[src/rtl/mix_sig_pkg.sv]
// Shared types and the signature step for the mix signature collector.
// The step function is the single definition of the fold arithmetic.
package mix_sig_pkg;

  typedef enum logic [1:0] {IDLE, COLLECT, FOLD, FINISH} state_t;

  localparam int                SIG_W        = 32;
  localparam logic [SIG_W-1:0]  DEFAULT_SEED = 32'h811C9DC5;
  localparam int                ROT_AMT      = 5;

  // rotl(sig, ROT_AMT) ^ (lane + idx), all modulo 2^SIG_W
  function automatic logic [SIG_W-1:0] sig_step(input logic [SIG_W-1:0] sig,
                                                input logic [SIG_W-1:0] lane,
                                                input logic [SIG_W-1:0] idx);
    return {sig[SIG_W-ROT_AMT-1:0], sig[SIG_W-1:SIG_W-ROT_AMT]} ^ (lane + idx);
  endfunction

endpackage

[src/rtl/mix_sig_lane_mux.sv]
// Holding register for one accepted sample plus the lane selector used by
// the serial fold.
module mix_sig_lane_mux #(
  parameter int WIDTH = 32,
  parameter int LANES = 8,
  parameter int IDX_W = 3
) (
  input  logic                     clk,
  input  logic                     rst_n,
  input  logic                     load,
  input  logic [LANES*WIDTH-1:0]   in_data,
  input  logic [IDX_W-1:0]         idx,
  output logic [WIDTH-1:0]         lane
);

  logic [LANES*WIDTH-1:0] hold;
  logic [WIDTH-1:0]       words [LANES];

  always_ff @(posedge clk or negedge rst_n) begin
    if (!rst_n) begin
      hold <= '0;
    end else if (load) begin
      hold <= in_data;
    end
  end

  for (genvar k = 0; k < LANES; k++) begin : g_words
    assign words[k] = hold[k*WIDTH +: WIDTH];
  end

  assign lane = words[idx];

endmodule

[src/rtl/mix_signature_collector.sv]
// Folds 8-lane samples one lane per cycle into a rolling signature and
// compares against a golden value. MIX_SIG_OVERLAP_EN overlaps accept with the last fold.
module mix_signature_collector
  import mix_sig_pkg::*;
#(
  parameter int               WIDTH   = 32,
  parameter int               LANES   = 8,
  parameter int               SAMPLES = 1024,
  parameter logic [WIDTH-1:0] SEED    = WIDTH'(DEFAULT_SEED)
) (
  input  logic                          clk,
  input  logic                          rst_n,
  input  logic                          start,
  input  logic                          in_valid,
  output logic                          in_ready,
  input  logic [LANES*WIDTH-1:0]        in_data,
  input  logic [WIDTH-1:0]              expected,
  output logic                          busy,
  output logic                          done,
  output logic                          match,
  output logic [WIDTH-1:0]              signature,
  output logic [$clog2(SAMPLES+1)-1:0]  sample_cnt
);

  localparam int                IDX_W    = (LANES > 1) ? $clog2(LANES) : 1;
  localparam int                CNT_W    = $clog2(SAMPLES + 1);
  localparam logic [IDX_W-1:0]  LAST_IDX = IDX_W'(LANES - 1);
  localparam logic [CNT_W-1:0]  CNT_MAX  = CNT_W'(SAMPLES);
`ifdef MIX_SIG_OVERLAP_EN
  localparam bit OVERLAP = 1'b1;
`else
  localparam bit OVERLAP = 1'b0;
`endif

  state_t             state;
  logic [IDX_W-1:0]   idx;
  logic [WIDTH-1:0]   lane;
  logic [WIDTH-1:0]   sig_next;
  logic               accept;
  logic               last_lane;
  logic [CNT_W-1:0]   cnt_inc;
  logic               final_sample;
  logic               final_next;

  assign accept       = in_valid && in_ready;
  assign last_lane    = (idx == LAST_IDX);
  assign cnt_inc      = (sample_cnt == CNT_MAX) ? CNT_MAX : sample_cnt + CNT_W'(1);
  // final_sample: the sample now folding is the last of the run;
  // final_next: a sample accepted during its last fold would be the last.
  assign final_sample = (cnt_inc == CNT_MAX);
  assign final_next   = ((cnt_inc + CNT_W'(1)) == CNT_MAX);

  mix_sig_lane_mux #(
    .WIDTH (WIDTH),
    .LANES (LANES),
    .IDX_W (IDX_W)
  ) u_lane_mux (
    .clk     (clk),
    .rst_n   (rst_n),
    .load    (accept),
    .in_data (in_data),
    .idx     (idx),
    .lane    (lane)
  );

  if (WIDTH == SIG_W) begin : g_pkg_step
    assign sig_next = sig_step(signature, lane, SIG_W'(idx));
  end else begin : g_generic_step
    assign sig_next = {signature[WIDTH-ROT_AMT-1:0], signature[WIDTH-1:WIDTH-ROT_AMT]}
                      ^ (lane + WIDTH'(idx));
  end

  always_ff @(posedge clk or negedge rst_n) begin
    if (!rst_n) begin
      state      <= IDLE;
      in_ready   <= 1'b0;
      busy       <= 1'b0;
      done       <= 1'b0;
      match      <= 1'b0;
      signature  <= SEED;
      sample_cnt <= '0;
      idx        <= '0;
    end else begin
      done <= 1'b0;
      unique case (state)
        IDLE: begin
          if (start) begin
            signature  <= SEED;
            sample_cnt <= '0;
            in_ready   <= 1'b1;
            busy       <= 1'b1;
            state      <= COLLECT;
          end
        end
        COLLECT: begin
          if (accept) begin
            idx      <= '0;
            in_ready <= OVERLAP && (LANES == 1) && !final_sample;
            state    <= FOLD;
          end
        end
        FOLD: begin
          signature <= sig_next;
          if (!last_lane) begin
            idx      <= idx + IDX_W'(1);
            // Registered ready must already be high when idx reaches the last lane.
            in_ready <= OVERLAP && ((idx + IDX_W'(1)) == LAST_IDX) && !final_sample;
          end else begin
            sample_cnt <= cnt_inc;
            idx        <= '0;
            if (final_sample) begin
              in_ready <= 1'b0;
              done     <= 1'b1;
              state    <= FINISH;
            end else if (OVERLAP && accept) begin
              in_ready <= OVERLAP && (LANES == 1) && !final_next;
              state    <= FOLD;
            end else begin
              in_ready <= 1'b1;
              state    <= COLLECT;
            end
          end
        end
        FINISH: begin
          match <= (signature == expected);
          busy  <= 1'b0;
          state <= IDLE;
        end
        default: state <= IDLE;
      endcase
    end
  end

endmodule

[config.mk]
export PLATFORM = sky130hd
export DESIGN_NAME = mix_signature_collector
export DESIGN_NICKNAME = d
export VERILOG_FILES = /design/src/rtl/mix_sig_pkg.sv /design/src/rtl/mix_sig_lane_mux.sv /design/src/rtl/mix_signature_collector.sv
export SDC_FILE = /design/constraint.sdc
export NUM_CORES = 1
export LEC_CHECK = 0
export ABC_AREA = 1
export CAP_MARGIN = 40
export CORE_ASPECT_RATIO = 0.7
export CORE_UTILIZATION = 47
export CTS_BUF_LIST = sky130_fd_sc_hd__clkbuf_16
export DETAILED_ROUTE_END_ITERATION = 8
export HOLD_SLACK_MARGIN = 0.06
export PLACE_DENSITY = 0.84
export REMOVE_ABC_BUFFERS = 1
export SLEW_MARGIN = 30
export SYNTH_ARGS = -nofsm -noshare
export SYNTH_HDL_FRONTEND = slang
export SYNTH_HIERARCHICAL = 1
export SYNTH_SLANG_ARGS = --single-unit
[constraint.sdc]
create_clock -name clk -period 2.9 [get_ports clk]
set_clock_uncertainty 0.05 [all_clocks]
set_input_delay 0.58 -clock clk [delete_from_list [all_inputs] [get_ports clk]]
set_output_delay 0.58 -clock clk [all_outputs]
set_load 0.005 [all_outputs]
==> impl_results.md <==
- Worst skew pair latency: 0.52 ns
- Count leader, synth: nand2_1
- Pleak: ~11 nW
- Min-Delay Path Class: flip-flop to flip-flop
- Vias in the first global route: approximately 15000
- Reg-to-reg endpoint: signature[20]
- RePlAce Congestion: 0.975
- Switch Pwr: 8.98 mW
- Final Cycle Share: 97.9%
- Layout cell share with drive strength beyond 1: 6.74%
- Worst hold path cell count: 2
- Synthesized area per cell: between 7 and 8 um^2
- Sw Ratio: approximately 42%
- Area occupied by multi-input gates: 0.00682 mm^2
- Vias: 15643
- Final antenna-violating net count: 0
- CP startpoint kind: flip-flop
- Relative max-transition margin: between 50% and 60%
- Synth Cell Area: approximately 0.016 mm^2
- Synth warn: 6
- Yosys reg bits: 308
- Clock transition at path regs: 0.06 ns
- Clock root cell: clkbuf_16
- # DRC: 0
- F_max: about 350 MHz
- Initial Utilization: 48.4%
- # diodes: 0
- Clock Sinks: around 310
- EDFF count, synth: 0
- Yosys top cell area share: between 40% and 50%
- IR drop worst, VDD: between 0.4 and 0.5 mV
- Max FO, Critical Path: 16
- Post-Synthesis Cells: between 2000 and 2500
- Gr usage total: 28.2%
- Global-route wire length before repair: around 78000 um
- Slew Limit Fails: 0
- Die X-Extent: roughly 230 um
- Port Buf Inserts: roughly 340
- Hold Fails Final Rpt: 0
- Area grow syn2layout: 31.6%
- Start point of the critical path: idx[0]
- Sequential fraction of the synthesis area: between 40% and 50%
- H-tree depth: 2
- CORE AREA: ~0.034 mm^2
- Top post-synthesis cells by area: dfrtp_1, nand2_1, inv_1
- Reg2Reg Launch Point: idx[0]
- # rows: 56
- CP endpoint: signature[20]
- Longest Clk Path Bufs: 3
- GRT Residual Overflow: 0
- Setup ws final: roughly 0.06 ns
- Boundary Pins: between 300 and 400
- Top_reg_cell synth: dfrtp_1
- CP required: 3.30 ns
- DPL Wire Length: roughly 36000 um
- Fin crit period: 2.84 ns
- Pwr dens: between 900 and 1000 mW/mm^2
- Worst slack at placement: roughly 0.026 ns
- Setup violations, final: 0
- Area leader, netlist: dfrtp_1
- Drt first pass iters: 5
- Die ar.: 0.0357 mm^2
- Die H: 158 um
- Logic pwr share: a little under half
- Initial antenna violation count: 0
- Synth unique cells: about 40
- Overall power: between 20 and 25 mW
- Nets: 2842
- WL per Instance: 16.9 um
- Worst setup EP type: flip-flop
- Drt via density: 5.16
- Worst Reg-to-Reg Cells: 20
- Worst Tran Pin Value: just over 0.6 ns
- RSZ-0062 raised after global routing: yes
- Worst Setup Path Type: flip-flop to flip-flop
- Top post-synthesis cells by count: nand2_1, inv_1, dfrtp_1
- Maxcap violations: 0
- Register share of total power: approximately a third
- Largest net degree at the start of global routing: about 90
- Internal Power: approximately 12 mW
- TritonCTS Buffers: 34
- Fillers: 2900
- Critical Path AT: between 3 and 4 ns
- Status: completed
- R2r setup slk: ~0.060 ns
- Async SR Flop Fraction: 100%
- CTS tree: done
- Power share of the clock group: a little over a fifth
- Initial DRC count: between 1500 and 2000
- Final WL: between 50000 and 60000 um
- FF/Latch Area: ~0.0077 mm^2
- Final Util: about 64%
[worst min path at each step]
stage	end	startpoint	slack [ns]
after CTS	busy	busy	0.44
final	busy	busy	0.44
after floorplan	busy	rst_n	0.23
after global routing	busy	busy	0.47
after global placement	match	match	0.42
after detailed placement	busy	busy	0.43
[area by class of cell]
class / instances / area share, %
clock buffers: 37 / 4.29
clock inverters: 22 / 0.985
inverters: 350 / 6.18
multi-input cells: 1461 / 31.6
flip-flops and latches: 308 / 35.8
well taps: 464 / 2.69
repair buffers: 387 / 18.4
[stage by stage]
step	TNS [ns]	instances	area [um^2]	hold slack, ns
5_1_grt	-0.554	3029	21600	0.467
4_1_cts	0	3015	21300	0.441
3_5_place_dp	0	2953	20100	0.426
2_1_floorplan	-1451.57	2119	15700	0.234
6_report	0	3029	21600	0.440
3_3_place_gp	0	2953	20100	0.422
[cells in the final DEF (no fill, tap or decap), types with 2 or more instances in the layout]
| cell type | netlist | layout |
|---|---|---|
| nand3b_1 | 5 | 5 |
| nor2_4 | 6 | 7 |
| nand3_4 | 0 | 2 |
| inv_6 | 0 | 2 |
| clkinv_2 | 0 | 4 |
| nand2_2 | 6 | 15 |
| buf_12 | 0 | 14 |
| a21oi_1 | 10 | 10 |
| o2111ai_1 | 2 | 2 |
| ha_1 | 7 | 6 |
| clkdlybuf4s50_1 | 0 | 337 |
| nand3_1 | 171 | 166 |
| clkbuf_16 | 0 | 38 |
| xnor2_1 | 19 | 19 |
| inv_1 | 348 | 347 |
| nand2_1 | 803 | 791 |
| nand3_2 | 2 | 5 |
| nand2_4 | 0 | 3 |
| nor3_1 | 10 | 9 |
| dfrtp_1 | 294 | 291 |
| buf_4 | 2 | 28 |
| clkinv_1 | 0 | 5 |
| or2_2 | 5 | 5 |
| nor2_1 | 42 | 41 |
| o22ai_1 | 21 | 21 |
| o21ai_0 | 205 | 204 |
| a22oi_1 | 2 | 2 |
| bufinv_16 | 0 | 4 |
| buf_6 | 22 | 3 |
| nor3_2 | 2 | 3 |
| clkinv_4 | 0 | 2 |
| dfrtp_2 | 0 | 2 |
| xor2_1 | 33 | 33 |
| inv_2 | 2 | 6 |
| o21ai_1 | 81 | 79 |
| nand4_1 | 16 | 16 |
| o21ai_2 | 2 | 5 |
| dfstp_2 | 14 | 14 |
[timing repair]
item	CTS	global route
setup buffers	2	13
cloned	0	1
resized for setup	0	45
hold endpoints to repair	64	0
hold buffers	1	0
endpoints found under the setup margin	1	16
pin swaps	0	17
[power by group through the flow]
stage / Sequential [mW] / Combinational (mW) / Clock [mW]
2_1_floorplan: 6.56 / 5.90 / 0
4_1_cts: 6.79 / 9.51 / 4.52
6_report: 6.79 / 9.98 / 4.44
3_3_place_gp: 6.78 / 9.11 / 0
3_5_place_dp: 6.86 / 9.38 / 0
5_1_grt: 6.92 / 11.1 / 4.70
[cell families after synthesis]
family	share of synthesized area, %
fa+ha+maj	0.656
flops	47.1
buf+inv	12.0
compound gates	10.5
xor+xnor	2.88
simple gates	26.9
[worst max-delay path, cell delays in order (launching register included)]
cell and delay, ns:
dfrtp_4 0.47, buf_12 0.15, inv_12 0.06, nand2_1 0.07, nand3_2 0.06, nand2_2 0.06
nand2_1 0.04, nand2_1 0.07, ha_2 0.19, inv_2 0.04, fa_2 0.37, inv_2 0.08
nand2_4 0.06, a21oi_4 0.21, nand2_2 0.11, nor2_4 0.22, nand2_4 0.10, o21ai_2 0.15
nand3_2 0.09, o21ai_2 0.07, inv_1 0.05
[flip-flops by register name (all words and copies together) (netlist names), 2 cells and up]
register         count
idx                  3
sample_cnt          11
signature           32
state                2
u_lane_mux/hold    256
[per-layer routing]
metal / global-route usage, % / up-vias / wire (um)
met3: 4.78 / 124 / 4230
met2: 44.5 / 729 / 23200
met4: 11.4 / 0 / 1930
li1: - / 7509 / -
met1: 38.8 / 7281 / 21800
met5: 0 / - / 0
(Power assumes the default switching activity.)
